**src/rtl/ahb_pkg.sv**
```systemverilog
// ahb_pkg: AHB-Lite encodings and the SRAM controller state type
package ahb_pkg;
    localparam logic [1:0] HTRANS_IDLE   = 2'b00;
    localparam logic [1:0] HTRANS_BUSY   = 2'b01;
    localparam logic [1:0] HTRANS_NONSEQ = 2'b10;
    localparam logic [1:0] HTRANS_SEQ    = 2'b11;
    localparam logic [2:0] HSIZE_BYTE    = 3'b000;
    localparam logic [2:0] HSIZE_HALF    = 3'b001;
    localparam logic [2:0] HSIZE_WORD    = 3'b010;
    localparam logic       HRESP_OKAY    = 1'b0;
    localparam logic       HRESP_ERROR   = 1'b1;
    typedef enum logic [1:0] {ST_IDLE, ST_ACCESS, ST_ERR1, ST_ERR2} ctrl_state_t;
endpackage

```
**src/rtl/ahb_sram_lane_dec.sv**
```systemverilog
// ahb_sram_lane_dec: maps transfer size and low address bits to byte-lane mask and error flag
module ahb_sram_lane_dec
    import ahb_pkg::*;
(
    input  logic [2:0] i_hsize,
    input  logic [1:0] i_addr,
    output logic [3:0] o_mask,
    output logic       o_err
);
    // Lanes touched by the transfer; illegal sizes touch none
    always_comb begin
        o_mask = (i_hsize == HSIZE_BYTE) ? 4'b0001 << i_addr :
                 (i_hsize == HSIZE_HALF) ? (i_addr[1] ? 4'b1100 : 4'b0011) :
                 (i_hsize == HSIZE_WORD) ? 4'b1111 : 4'b0000;
        o_err  = ((i_hsize == HSIZE_HALF) && i_addr[0]) ||
                 ((i_hsize == HSIZE_WORD) && (i_addr != 2'b00)) ||
                 (i_hsize >= 3'b011);
    end
endmodule

```
**src/rtl/ahb_sram_ctrl.sv**
```systemverilog
// ahb_sram_ctrl: zero-wait AHB-Lite slave driving four byte-lane SRAM macros
module ahb_sram_ctrl
    import ahb_pkg::*;
#(
    parameter int AWIDTH = 13,
    parameter int NLANE  = 4
) (
    input  logic              clk,
    input  logic              rst_n,
    input  logic              hsel_i,
    input  logic [31:0]       haddr_i,
    input  logic [1:0]        htrans_i,
    input  logic              hwrite_i,
    input  logic [2:0]        hsize_i,
    input  logic [31:0]       hwdata_i,
    input  logic              hready_i,
    output logic              hreadyout_o,
    output logic              hresp_o,
    output logic [31:0]       hrdata_o,
    output logic [NLANE-1:0]  sram_cen_o,
    output logic [NLANE-1:0]  sram_wen_o,
    output logic [AWIDTH-1:0] sram_addr_o,
    output logic [31:0]       sram_wdata_o,
    input  logic [31:0]       sram_rdata_i
);
    ctrl_state_t       r_state;
    ctrl_state_t       w_next;
    logic              r_write;
    logic [NLANE-1:0]  r_mask;
    logic [AWIDTH-1:0] r_addr;
    logic [NLANE-1:0]  w_mask;
    logic              w_err;
    logic              w_accept;
    logic              w_unused;

    assign w_accept     = hsel_i & hready_i & htrans_i[1];
    assign w_unused     = ^{haddr_i[31:AWIDTH+2], htrans_i[0]};
    assign sram_addr_o  = r_addr;
    assign sram_wdata_o = hwdata_i;

    ahb_sram_lane_dec u_lane_dec (
        .i_hsize (hsize_i),
        .i_addr  (haddr_i[1:0]),
        .o_mask  (w_mask),
        .o_err   (w_err)
    );

    // State register; async reset drops any in-flight access so enables release at once
    always_ff @(posedge clk or negedge rst_n) begin
        if (!rst_n) r_state <= ST_IDLE;
        else        r_state <= w_next;
    end

    // Capture good address phases only, so the SRAM address stays put through errors
    always_ff @(posedge clk or negedge rst_n) begin
        if (!rst_n) begin
            r_write <= 1'b0;
            r_mask  <= '0;
            r_addr  <= '0;
        end else if (w_accept && r_state != ST_ERR1 && !w_err) begin
            r_write <= hwrite_i;
            r_mask  <= w_mask;
            r_addr  <= haddr_i[AWIDTH+1:2];
        end
    end

    // Next state and data-phase outputs; ERR2 takes new transfers just like IDLE/ACCESS
    always_comb begin
        w_next      = ST_IDLE;
        hreadyout_o = 1'b1;
        hresp_o     = HRESP_OKAY;
        hrdata_o    = '0;
        sram_cen_o  = '1;
        sram_wen_o  = '1;
        if (r_state == ST_ERR1) begin
            w_next      = ST_ERR2;
            hreadyout_o = 1'b0;
            hresp_o     = HRESP_ERROR;
        end else begin
            w_next  = w_accept ? (w_err ? ST_ERR1 : ST_ACCESS) : ST_IDLE;
            hresp_o = (r_state == ST_ERR2) ? HRESP_ERROR : HRESP_OKAY;
            if (r_state == ST_ACCESS) begin
                sram_cen_o = r_write ? ~r_mask : '0;
                sram_wen_o = r_write ? ~r_mask : '1;
                hrdata_o   = r_write ? '0 : sram_rdata_i;
            end
        end
    end
endmodule
```
**config.mk**
```make
export PLATFORM = sky130hd
export DESIGN_NAME = ahb_sram_ctrl
export DESIGN_NICKNAME = d
export VERILOG_FILES = /design/src/rtl/ahb_pkg.sv /design/src/rtl/ahb_sram_lane_dec.sv /design/src/rtl/ahb_sram_ctrl.sv
export SDC_FILE = /design/constraint.sdc
export NUM_CORES = 1
export LEC_CHECK = 0
export ABC_AREA = 1
export CAP_MARGIN = 10
export CORE_AREA = 3 3 73 75
export CTS_CLUSTER_DIAMETER = 150
export DETAILED_ROUTE_END_ITERATION = 12
export DIE_AREA = 0 0 76 78
export DONT_BUFFER_PORTS = 1
export REMOVE_ABC_BUFFERS = 1
export SYNTH_ARGS = -nofsm -noshare
export SYNTH_HDL_FRONTEND = slang
export SYNTH_SLANG_ARGS = --single-unit
```
**constraint.sdc**
```tcl
create_clock -name clk -period 1.6 [get_ports clk]
set_input_delay 0.32 -clock clk [delete_from_list [all_inputs] [get_ports clk]]
set_output_delay 0.32 -clock clk [all_outputs]
set_load 0.05 [all_outputs]
```
==> metrics.txt, run 1 <==
Post-DRT Antenna Nets=0; Critical Path Fanout Max=4; Setup Viol. Count Final=36; hold_ws=approximately 190 ps; Final Max Slew Viols=0; final cell area excluding filler cells=approximately 2500 um2; Synth top cells by count=nand2_1, nor2_1, buf_4; Worst slew margin=0.394; fmax=~0.6 GHz; Setup crit start kind=register; wire per inst=~21 um; hold worst-path end=sram_addr_o[12]; cells after synthesis=232; kind of critical path=register to output port; Final Cycle Share=1.04; Synth area leader=dfrtp_1; Fin. Hold Viols=0; DR DRC count=0; CTS Buf Count=3; area of the multi-input gates=991 um2; synth-to-layout area growth=66.7%; CP Capture Type=output port; Initial Util=0.319; flop2flop setup slack=approximately 370 ps; cells on worst reg2reg path=5; syn_area_per_cell=around 6.5 um2; number of global-route vias before repair=1586; Vias=approximately 1600; first-pass GRT wire length=just over 9000 um; post-detail-place hpwl=4920 um; DIE AREA=5930 um2; asr flop ratio synth=1.00; HP Start=haddr_i[14]; Initial DRT Pass Iterations=4; arrival time worst endpoint=1340 ps; Adder-Cell Fraction of Synth Area=0; Worst Hold Class=primary input to register; Tmin final=roughly 1700 ps; sequential element share of the synthesized area=0.332; Syn. warnings=0; placed cells=~300; Worst Setup SP=r_write; initial antenna violation count=0; Die H=roughly 80 um; CTS tree=built; routed vias/inst=a little over 5; pin count of the biggest net entering global routing=21; Synth Area in XOR/XNOR=0; r2r startpoint=r_state[0]; clk_lat worst skew=around 260 ps; Simple-Gate Fraction of Synth Area=0.423; Yosys top cell area share=0.332; routability cong.=0.834; clock skew=roughly 5.7 ps; register area=500 um2; Post-Route WL=6600 um; Nets=354; ant diodes=0; IO Count=between 150 and 200; Yosys reg bits=20; VDD IR max=between 0.0007 and 0.0008 V; multiplexer share of the synthesized area=0; RR Endpoint=sram_addr_o[11]; power per cell area=2000 nW/um2; Initial DRC Count=40; Hold Path Stages=2; largest family of logic cells by synthesized area=simple AND/OR/NAND/NOR gates; CTS Sinks=20; Unique masters post-synth=18; GRT overflow=0; Tot Pwr=approximately 0.0050 W; RSZ-0062 raised after global routing=yes; dpl ws=approximately 150 ps; standard-cell rows=25; Syn Std Cell Area=around 1500 um2; failing checks=negative setup slack; Bufs on Longest Clock Path=2; Synth Area in Compound Gates=0.0199; fill cell count=407; actual slew at the worst max-slew pin=roughly 910 ps; Worst EP required=approximately 1300 ps; max-cap viol count=0; Placed Instance Area=1770 um2; layout cells sized above 1=0.490; Final Non-Filler Cells=around 310; Synth Flop Type=dfrtp_1; H-tree depth=1; number of flops mapped to enable cells by yosys=0; Clock Tree Root=clkbuf_8; Buffers on Ports=0; most common cell in the netlist=nand2_1; Die W=approximately 76 um; clock transition at the registers of the reported paths=approximately 80 ps; top cells by area, synth=dfrtp_1, nand2_1, buf_4; status=finished, violations left; Placeable Area=4720 um2; Tot GR Track Use=0.208; Leak=1.18 nW; Final WS setup=-60.6 ps
## metal layers
layer	part of all wire	track usage
met3	0.14	0.131
met1	0.32	0.182
met4	0.056	0.0942
met2	0.49	0.369
met5	0	0.0455
## kinds of logic (layout without fill, tap and decap cells)
| kind of cell | count (synthesis) | in the layout |
|---|---|---|
| compound gates | 6 | 6 |
| buf+inv | 54 | 69 |
| flops | 20 | 20 |
| simple gates | 152 | 152 |
## metrics by stage
step / util / TNS (ps)
final: 0.532 / -1090
after global routing: 0.532 / -3590
after CTS: 0.483 / -1380
after detailed placement: 0.374 / 0
after global placement: 0.374 / 0
after floorplan: - / -27230
## timing repair
action / CTS / global route
buffers inserted: 2 / 2
cloned: 3 / 1
pin swaps: 3 / 23
hold buffers: 1 / 0
gates resized for setup: 96 / 51
endpoints found under the setup margin: 36 / 56
hold endpoints to repair: 20 / 0
## state kept, by name, summed over array words and instances, names as in the netlist
signal	count
sram_addr_o	13
r_mask	4
r_state	2
r_write	1
## report_power, final
group          switching (W)  total [W]  internal (W)
sequential          0.000677    0.00137      0.000698
combinational        0.00191    0.00315       0.00124
clock               0.000172   0.000506      0.000334
total                0.00276    0.00503       0.00227
## layout by cell type (no fill, tap or decap), types with 2 or more instances in the layout
cell / count
nand4_1: 2
nor2_4: 35
nand2_2: 19
buf_8: 16
nor2_1: 3
clkbuf_8: 3
buf_12: 12
nand3_1: 25
nand2_1: 63
inv_1: 8
buf_4: 5
buf_16: 3
o21ai_2: 2
nand2_4: 2
o21ai_1: 4
dfrtp_1: 20
buf_6: 16
nor2_2: 2
## worst max-delay path: stages (launching register included)
cell and delay, ps:
dfrtp_1 410, clkinv_4 120, buf_12 150, nor2_4 150
nand2_2 100, buf_12 160
## area by class of cell
cell class / count / area share
clock inverters: 1 / 0.0120
well taps: 67 / 0.0334
flip-flops and latches: 20 / 0.199
clock buffers: 3 / 0.0164
inverters: 11 / 0.0194
multi-input cells: 158 / 0.395
repair buffers: 54 / 0.325
## how the worst max path moves through the flow
stage               slack, ps             to  cells past startpoint
floorplan                -880  sram_cen_o[0]                      2
global placement          160  sram_wen_o[2]                      5
detailed placement        150  sram_wen_o[1]                      5
CTS                       -60  sram_wen_o[1]                      5
global route             -110    hrdata_o[4]                      5
finish                    -60  sram_wen_o[1]                      5
Note: power is estimated with default switching activity, not from simulation.
==> run 2: changes to the inputs <==
--- a/config.mk
+++ b/config.mk
@@ -12,7 +12,9 @@
 export DETAILED_ROUTE_END_ITERATION = 12
 export DIE_AREA = 0 0 76 78
 export DONT_BUFFER_PORTS = 1
+export MAX_ROUTING_LAYER = met4
 export REMOVE_ABC_BUFFERS = 1
+export SKIP_CTS_REPAIR_TIMING = 1
 export SYNTH_ARGS = -nofsm -noshare
 export SYNTH_HDL_FRONTEND = slang
 export SYNTH_SLANG_ARGS = --single-unit
==> metrics.txt, run 2 (synthesized netlist as in run 1, its figures left out) <==
clock share of power=0.115; cells on worst reg2reg path=6; Clock Tree Root=clkbuf_8; number of global-route vias before repair=1442; Post-DRT Antenna Nets=0; register area=502 um2; CP Capture Type=output port; Sequential Power Share=0.310; Nets=between 300 and 400; DIE AREA=around 5900 um2; HP Start=haddr_i[14]; sw frac=0.552; Comb pwr share=0.575; Die H=78 um; routed vias/inst=a little under 5; Sw Pwr=0.00243 W; routability cong.=between 0.8 and 0.9; initial antenna violation count=0; RSZ-0062 raised after global routing=yes; synth-to-layout area growth=41.8%; commonest non-fill, non-tap cells in the layout=nand2_1, buf_6, nand3_1; Leak=between 1 and 1.5 nW; actual slew at the worst max-slew pin=a little over 900 ps; Final Cycle Share=1.08; Placeable Area=between 4000 and 5000 um2; Tmin final=1730 ps; Initial Util=0.319; Cell Int Power=approximately 0.0020 W; wire per inst=between 15 and 20 um; placed cells=around 300; Fin. Hold Viols=0; post-detail-place hpwl=~4900 um; Bufs on Longest Clock Path=2; Setup Viol. Count Final=36; Worst Hold Class=primary input to register; VDD IR max=around 0.00076 V; H-tree depth=1; kind of critical path=register to output port; Vias=approximately 1500; Crit path max-delay family=buffers and inverters; first-pass GRT wire length=8500 um; max-cap viol count=0; fill cell count=roughly 450; Worst slew margin=0.390; CTS tree=built; Tot Pwr=about 0.0044 W; Worst Setup SP=r_write; r2r startpoint=r_state[1]; Max stage delay on crit path=between 400 and 500 ps; Die W=about 76 um; clock skew=3.89 ps; Worst EP required=1280 ps; Crit-path slowest cell=dfrtp_2; Largest register FFs=13; Final Max Slew Viols=0; fmax=0.577 GHz; arrival time worst endpoint=about 1400 ps; Post-Route WL=about 6200 um; area of the multi-input gates=759 um2; IO Count=roughly 190; commonest non-fill, non-tap cell in the layout=nand2_1; Initial DRT Pass Iterations=4; RR Endpoint=sram_addr_o[11]; ant diodes=0; layout cells sized above 1=0.373; Critical Path Fanout Max=8; clock transition at the registers of the reported paths=80 ps; Tot GR Track Use=0.198; Final WS setup=-134 ps; fin util=0.452; Final Non-Filler Cells=a little over 300; status=finished, violations left; CP Depth=5; CTS Buf Count=3; clk_lat worst skew=260 ps; standard-cell rows=25; failing checks=negative setup slack; Buffers on Ports=0; CP endpoint=hrdata_o[10]; DR DRC count=0; GRT overflow=0; critical path, cell by cell=clkinvlp_4 -> clkbuf_16 -> nand2_1 -> nor2_2 -> buf_6; CTS Sinks=20; crit path buf inv count=3; pin count of the biggest net entering global routing=33; power per cell area=slightly above 2000 nW/um2; Setup crit start kind=register; flop2flop setup slack=170 ps; Initial DRC Count=30
## run 2: cell count changes in the layout (fill, tap and decap cells not counted), sizes merged
cell      before  now
buf           52   47
clkinvlp       0    2
clkbuf         4    5
clkinv         1    0
## run 2: worst min-delay path by stage
stage / endpoint / slack [ps] / depth (start not counted)
finish: sram_addr_o[12] / 190 / 2
global route: sram_addr_o[12] / 190 / 2
CTS: sram_addr_o[12] / -260 / 0
detailed placement: sram_addr_o[5] / 20 / 0
global placement: sram_addr_o[12] / 30 / 0
floorplan: r_mask[0] / 20 / 0
## run 2: power by group through the flow
stage	clock network, W	logic, W	registers, W
after floorplan	0	0.00129	0.00136
after global placement	0	0.00206	0.00136
after detailed placement	0	0.00209	0.00135
after CTS	0.000526	0.00208	0.00135
after global routing	0.000542	0.00269	0.00140
final	0.000505	0.00253	0.00136
## run 2: routing by layer
metal / global-route usage / wire [um]
met4: 0.0580 / 141
met2: 0.340 / 3280
met5: - / 0
met3: 0.144 / 995
met1: 0.171 / 1800
## run 2: layout make-up
| type | instances | area share |
|---|---|---|
| timing repair inverter | 1 | 0.00351 |
| multi-input combinational | 158 | 0.356 |
| tap | 67 | 0.0393 |
| inverter | 11 | 0.0211 |
| clock inverter | 1 | 0.0141 |
| timing repair buffer | 50 | 0.312 |
| clock buffer | 3 | 0.0193 |
| sequential | 20 | 0.235 |
## run 2: metrics by stage
step | worst slack, ps | TNS (ps) | instance area [um2] | hold WS (ps)
detailed placement | 145 | 0 | 1770 | 25.0
global placement | 163 | 0 | 1770 | 25.1
finish | -134 | -3560 | 2140 | 195
floorplan | -878 | -27230 | 1210 | 24.4
global route | -222 | -6620 | 2140 | 189
CTS | -162 | -3120 | 1840 | -265
==> run 3: changes to the inputs <==
--- a/config.mk
+++ b/config.mk
@@ -8,7 +8,7 @@
 export ABC_AREA = 1
 export CAP_MARGIN = 10
 export CORE_AREA = 3 3 73 75
-export CTS_CLUSTER_DIAMETER = 150
+export CTS_CLUSTER_DIAMETER = 30
 export DETAILED_ROUTE_END_ITERATION = 12
 export DIE_AREA = 0 0 76 78
 export DONT_BUFFER_PORTS = 1
==> constraint.sdc (replaced) <==
create_clock -name clk -period 1.8 [get_ports clk]
set_input_delay 0.36 -clock clk [delete_from_list [all_inputs] [get_ports clk]]
set_output_delay 0.36 -clock clk [all_outputs]
set_load 0.05 [all_outputs]
==> metrics.txt, run 3 (synthesized netlist as in run 1, its figures left out) <==
Post-Route WL=approximately 6000 um; IO Count=approximately 190; Initial Util=0.319; clock skew=7.62 ps; DR DRC count=0; number of global-route vias before repair=around 1400; synth-to-layout area growth=24.8%; Clock Tree Root=clkbuf_8; cells on worst reg2reg path=6; Worst slew margin=0.387; power per cell area=1890 nW/um2; Leak=just over 1 nW; commonest non-fill, non-tap cell in the layout=nand2_1; Cell Int Power=between 0.0015 and 0.002 W; hold worst-path end=sram_addr_o[4]; status=finished clean; GRT overflow=0; H-tree depth=1; routability cong.=0.837; Final Max Slew Viols=0; first-pass GRT wire length=roughly 8400 um; RR Endpoint=r_mask[2]; Nets=about 350; pin count of the biggest net entering global routing=34; Hold Path Stages=2; sw frac=0.566; fin util=0.398; Max stage delay on crit path=roughly 380 ps; standard-cell rows=25; Crit-path slowest cell=dfrtp_1; post-detail-place hpwl=about 5000 um; ant diodes=0; hold_ws=~230 ps; layout cells sized above 1=0.243; Placeable Area=around 4700 um2; Fin. Hold Viols=0; wire per inst=19.7 um; kind of critical path=register to output port; CTS Buf Count=3; commonest non-fill, non-tap cells in the layout=nand2_1, nor2_1, buf_4; Die W=~76 um; Vias=approximately 1500; Setup Viol. Count Final=0; Setup crit start kind=register; DIE AREA=about 5900 um2; arrival time worst endpoint=1340 ps; clock transition at the registers of the reported paths=roughly 80 ps; RSZ-0062 raised after global routing=no; Sw Pwr=between 0.002 and 0.0025 W; Sequential Power Share=0.340; critical path, cell by cell=inv_1 -> nand2_2 -> buf_12 -> nor2_1 -> buf_6; flop2flop setup slack=~360 ps; Largest register FFs=13; Comb pwr share=0.532; max-cap viol count=0; fmax=around 0.59 GHz; Worst Hold Class=primary input to register; Critical Path Fanout Max=32; Buffers on Ports=0; VDD IR max=about 0.00085 V; Die H=78 um; CTS Sinks=20; Bufs on Longest Clock Path=2; Initial DRC Count=27; Final Cycle Share=0.945; initial antenna violation count=0; Tot GR Track Use=0.197; CTS tree=built; HP Start=haddr_i[6]; Initial DRT Pass Iterations=4; Post-DRT Antenna Nets=0; fill cell count=roughly 480; Worst EP required=1440 ps; routed vias/inst=~4.9; r2r startpoint=r_state[1]; clk_lat worst skew=around 260 ps; actual slew at the worst max-slew pin=916 ps; CP Capture Type=output port; clock share of power=0.128; Tmin final=between 1500 and 2000 ps
-- run 3: worst max-delay path, delay by kind of cell (launching register included) --
family,cells,cell delay [ps]
flip-flops,1,380
AND/OR/NAND/NOR,2,260
buffers and inverters,3,450
-- run 3: layer usage --
| metal | global-route usage | vias to the layer above | share of wire |
|---|---|---|---|
| li1 | - | 693 | - |
| met1 | 0.176 | 662 | 0.29 |
| met2 | 0.351 | 142 | 0.53 |
| met3 | 0.138 | 0 | 0.17 |
| met4 | 0.0272 | 0 | 0 |
| met5 | - | - | 0 |
-- run 3: layout make-up --
| class | instances | area (um2) | area share |
|---|---|---|---|
| Clock buffer | 3 | 41.3 | 0.0220 |
| Clock inverter | 1 | 30.0 | 0.0160 |
| Inverter | 11 | 43.8 | 0.0233 |
| Multi-Input combinational cell | 158 | 672 | 0.357 |
| Sequential cell | 20 | 500 | 0.266 |
| Tap cell | 67 | 83.8 | 0.0446 |
| Timing Repair Buffer | 46 | 509 | 0.271 |
-- run 3: power by group through the flow --
stage | clock network (W) | registers, W | logic, W
2_1_floorplan | 0 | 0.00121 | 0.00115
3_3_place_gp | 0 | 0.00121 | 0.00175
3_5_place_dp | 0 | 0.00121 | 0.00178
4_1_cts | 0.000468 | 0.00120 | 0.00177
5_1_grt | 0.000485 | 0.00123 | 0.00202
6_report | 0.000452 | 0.00121 | 0.00189
-- run 3: how the worst max path moves through the flow --
stage	start	to	slack (ps)	depth (start not counted)
finish	r_state[1]	hrdata_o[10]	100	5
global route	r_state[1]	hrdata_o[6]	10	5
CTS	r_state[1]	hrdata_o[6]	-4	5
detailed placement	r_state[1]	hrdata_o[6]	290	5
global placement	r_state[1]	hrdata_o[6]	310	5
floorplan	r_write	sram_cen_o[0]	-720	2
-- run 3: stage by stage --
stage | setup slack, ps | area, um2 | instances | power, W | setup TNS (ps)
finish | 98.8 | 1880 | 306 | 0.00355 | 0
CTS | -4.32 | 1810 | 304 | 0.00344 | -5.20
floorplan | -718 | 1210 | 189 | 0.00235 | -20830
global route | 9.54 | 1880 | 306 | 0.00374 | 0
detailed placement | 288 | 1740 | 300 | 0.00298 | 0
global placement | 305 | 1740 | 300 | 0.00296 | 0
==> edit 1, RTL diff (settings of run 2) <==
The parameter `AWIDTH` goes from 13 to 15.
--- a/src/rtl/ahb_sram_ctrl.sv
+++ b/src/rtl/ahb_sram_ctrl.sv
@@ -4,3 +4,3 @@
 #(
-    parameter int AWIDTH = 13,
+    parameter int AWIDTH = 15,
     parameter int NLANE  = 4
Interface: changed (resized sram_addr_o); port bits go from 193 to 195. No check against the original RTL was run, so the function may have changed too.
==> edit 1 against run 2 <==
- the run still ends with setup timing left
- power grew 6.8%
- final area is 8.8% higher
- non-clock buffer count is 4 higher
- setup slack better by 0.076 ns
- wire length is 9.4% higher
- clock power is 33% lower
- sequential cell count is 2 higher
- critical path depth is the same
- count of clock-buffer cells in the layout is the same
- area after synthesis is 8.5% higher
==> edit 1: results (changes against run 2) <==
* Grt met2 use at 30.05% (-4.0 points)
* First-pass DRT Iterations at 5 (+1)
* Failing checks: setup timing
* Final HPWL DP at 4.857 mm (-1.2%)
* First-pass GRT wire length at 8.521 mm (+0.25%)
* Met3 Usage GRT at 15.78% (+1.4 points)
* Syn Area/Cell at 6.752 µm² (+4.0%)
* Met2 wire len at 3.232 mm (-1.3%)
* Synth top area cells: dfrtp_1 (34%), nand2_1 (19%), buf_4 (15%), nand3_1 (8.3%), nor2_1 (8.3%)
* Switch Pwr at 2.700 mW (+11%)
* Clk_skew at 0.002607 ns (-0.001280 ns)
* Final setup margin at -0.05797 ns (+0.07642 ns)
* Met3 WL post-DR at 1.150 mm (+16%)
* Outcome: complete, but fails checks
* Critical path peak fanout at 13 (+5)
* Vias per inst at 5.140 (+5.2%)
* Worst Hold End: sram_addr_o[1]
* Worst r2r dst: sram_addr_o[4]
* Clock group share of total power at 7.1% (-4.4 points)
* VDD IR-drop max at 797.4 µV (+4.8%)
* Critical Path Max Stage Delay at 0.39 ns (-0.03 ns)
* Post-synthesis sequential area ratio at 33.69% (+0.47 points)
* Fill cells at 409 (-8.5%)
* DR iter-0 viols at 45 (+50%)
* Register-to-Register Setup Slack at 0.20 ns (+0.03 ns)
* Reg power frac at 32.8% (+1.8 points)
* Pin count of the biggest net entering global routing at 38 (+15%)
* Ratio of cells with drive above 1 in the final layout at 43.92% (+6.6 points)
* GRT met1 Usage at 20.22% (+3.1 points)
* Placed insts at 309 (+2.7%)
* Top cells by count, synth: nand2_1 (82), nor2_1 (36), buf_4 (33)
* Wirelength, routed at 6.794 mm (+9.4%)
* Largest register FFs at 15 (+2)
* H-tree Lvls at 1 (unchanged)
* Hold_sp: haddr_i[3]
* Critical path arrival at 1.34 ns (-0.07 ns)
* Nets at 363 (+3.4%)
* Crit-path slowest cell: dfrtp_1
* Aggregate global-route resource usage at 19.86% (+0.091 points)
* Count of final setup violators at 32 (-11%)
* Gpl congestion at 0.8119 (-4.1%)
* Place WS at 0.06843 ns (-0.07670 ns)
* Setup TNS at -1.101 ns (+2.460 ns)
* Routed length on met1 at 2.228 mm (+24%)
* Finished Layout Cells at 322 (+3.5%)
* # port buffers at 0 (unchanged)
* Distinct cell type count after synthesis at 20 (+2)
* Actual slew at the worst max-slew pin at 0.4980 ns (-0.4145 ns)
* LEAKAGE at 1.147 nW (+4.9%)
edit 1: cell types whose count changed in the layout (fill, tap and decap cells not counted), moves of 2 or more:
cell / change
nand2_4: +2
dfrtp_1: +3
buf_8: +3
nor2_4: +8
nor2_1: -17
clkinvlp_4: -2
buf_4: -3
nor2_2: +10
buf_12: -4
nand2_1: +3
nand2_2: -2
buf_6: +7
nand3_1: +2
edit 1: layout make-up:
cell class | instances | share of cell area, %
Multi-Input combinational cell | 165 | 38.37
Tap cell | 67 | 3.606
Clock buffer | 3 | 1.776
Inverter | 11 | 1.884
Sequential cell | 22 | 23.68
Timing Repair Buffer | 54 | 30.68
edit 1: worst max-delay path by stage:
stage          startpoint  slack [ns]            end  cells past startpoint
6_report       r_state[1]       -0.06   hrdata_o[23]                      5
5_1_grt           r_write       -0.14   hrdata_o[11]                      5
4_1_cts        r_state[1]       -0.24  sram_wen_o[0]                      5
3_5_place_dp   r_state[1]        0.07  sram_wen_o[0]                      5
3_3_place_gp   r_state[1]        0.11  sram_wen_o[0]                      5
2_1_floorplan     r_write       -0.88  sram_cen_o[0]                      2
edit 1: cells by family after synthesis:
group                  Yosys count  synth area share (%)
flip-flops                      22                 33.69
AND/OR/NAND/NOR                158                 41.58
buffers and inverters           56                 22.66
AO/OA/AOI/OAI                    6                 2.067
edit 1: per-stage QoR:
stage / area, µm² / util, % / hold slack, ns / power (mW)
6_report: 2325 / 49.22 / 0.1939 / 4.704
5_1_grt: 2325 / 49.22 / 0.1870 / 4.914
4_1_cts: 1843 / 39.02 / -0.2640 / 3.925
3_5_place_dp: 1802 / 38.15 / 0.02513 / 3.580
3_3_place_gp: 1802 / 38.15 / 0.02503 / 3.559
2_1_floorplan: 1305 / - / 0.02441 / 2.846
==> edit 2, RTL diff (config.mk and constraints of run 2) <==
Without the edit above. Reset style: synchronous (`rst_n`), changed in 2 clocked blocks. Comments in the files are not updated.
--- a/src/rtl/ahb_sram_ctrl.sv
+++ b/src/rtl/ahb_sram_ctrl.sv
@@ -48,3 +48,3 @@
     // State register; async reset drops any in-flight access so enables release at once
-    always_ff @(posedge clk or negedge rst_n) begin
+    always_ff @(posedge clk) begin
         if (!rst_n) r_state <= ST_IDLE;
@@ -54,3 +54,3 @@
     // Capture good address phases only, so the SRAM address stays put through errors
-    always_ff @(posedge clk or negedge rst_n) begin
+    always_ff @(posedge clk) begin
         if (!rst_n) begin
Function: differs if rst_n is asserted again (counterexample within 4 cycles, from zero or initial values and one cycle with rst_n low); with rst_n held inactive, the same outputs for 10 cycles.
==> edit 2 against run 2 <==
- setup slack gained 0.17 ns
- sequential cell count is the same
- maximum frequency grew 11%
- final area shrank 3.0%
- critical path depth is the same
- area after synthesis grew 2.7%
- wire length shrank 2.7%
- via count grew 4.8%
Power is left out: it rests on default switching activity, and per cell area and clock period it moved more than threefold.
==> edit 2: results (changes against run 2) <==
* Grt met2 use at 28.72% (-5.3 points)
* Nets at 379 (+8.0%)
* Crit share post-route at 98.02% (-10 points)
* Gpl congestion at 0.8310 (-1.9%)
* Vias per inst at 4.696 (-3.9%)
* Register-to-Register Setup Slack at 0.21 ns (+0.04 ns)
* Ratio of cells with drive above 1 in the final layout at 31.99% (-5.3 points)
* Clk buf depth at 2 (unchanged)
* Routed WL per cell at 17.81 µm (-11%)
* Synth top area cells: dfxtp_1 (26%), nand2_1 (19%), nor2_1 (17%), buf_4 (16%), inv_1 (5.3%)
* Final HPWL DP at 4.714 mm (-4.2%)
* Asr flop ratio synth at 0% (-100 points)
* Aggregate global-route resource usage at 18.68% (-1.1 points)
* DR iter-0 viols at 39 (+30%)
* Outcome: complete, no violations
* Met3 Usage GRT at 11.14% (-3.2 points)
* CP endpoint: hrdata_o[30]
* Hold_sp: rst_n
* Clk_skew at 0.004587 ns (+0.0006996 ns)
* Critical path peak fanout at 16 (+8)
* Placement Cell Area at 1754 µm² (-0.78%)
* Post-synthesis sequential area ratio at 25.87% (-7.4 points)
* CP startpoint: r_state[1]
* Critical path arrival at 1.25 ns (-0.16 ns)
* Top cells by count, synth: nand2_1 (77), nor2_1 (69), buf_4 (33)
* Reg2reg path depth at 7 (+1)
* Wirelength, routed at 6.039 mm (-2.7%)
* Place WS at 0.1855 ns (+0.04038 ns)
* GRT met1 Usage at 19.37% (+2.3 points)
* Worst r2r dst: sram_addr_o[3]
* First-pass GRT wire length at 8.079 mm (-5.0%)
* Rel. slew slack at 64.85% (+26 points)
* Vias in the first global route at 1,358 (-5.8%)
[edit 2: changes by cell type after synthesis, sizes merged, moves of 2 or more]
| cell | delta |
|---|---|
| a21oi | +3 |
| inv | +15 |
| nand3b | +3 |
| dfrtp | -20 |
| dfxtp | +20 |
| clkbuf | +2 |
| nand3 | -17 |
| nand2 | -4 |
| nor2 | +31 |
[edit 2: final cells by class]
class	instances	area, µm²
well taps	67	83.83
flip-flops and latches	20	401.6
fillers	470	2651
multi-input cells	175	802.0
clock buffers	4	55.05
inverters	25	96.34
repair buffers	48	633.1
[edit 2: how the worst min path moves through the flow]
stage                     slack (ns)        endpoint  cells past startpoint
after floorplan                 0.44      r_state[1]                      1
after global placement          0.44  sram_addr_o[5]                      2
after detailed placement        0.45  sram_addr_o[4]                      2
after CTS                       0.17       r_mask[2]                      2
after global routing            0.17       r_mask[3]                      2
final                           0.18  sram_addr_o[0]                      2
[edit 2: worst max-delay path: stages, from the launching register on]
cell       delay (ns)
dfxtp_1          0.33
inv_2            0.07
nand2_4          0.08
clkbuf_16        0.19
nor2_1           0.14
buf_6            0.18
[edit 2: kinds of logic (layout without fill, tap and decap cells)]
logic type	Yosys count	after routing	share of synthesized area [%]
AOI/OAI and AO/OA	10	10	3.557
and+or+nand+nor	165	165	44.30
buffers and inverters	70	77	26.27
DFF	20	20	25.87
[edit 2: per-layer routing]
layer | wire, µm | vias to the layer above
met5 | 0 | -
met2 | 2820 | 125
met4 | 254 | 0
met3 | 885 | 14
met1 | 2079 | 684
li1 | - | 769
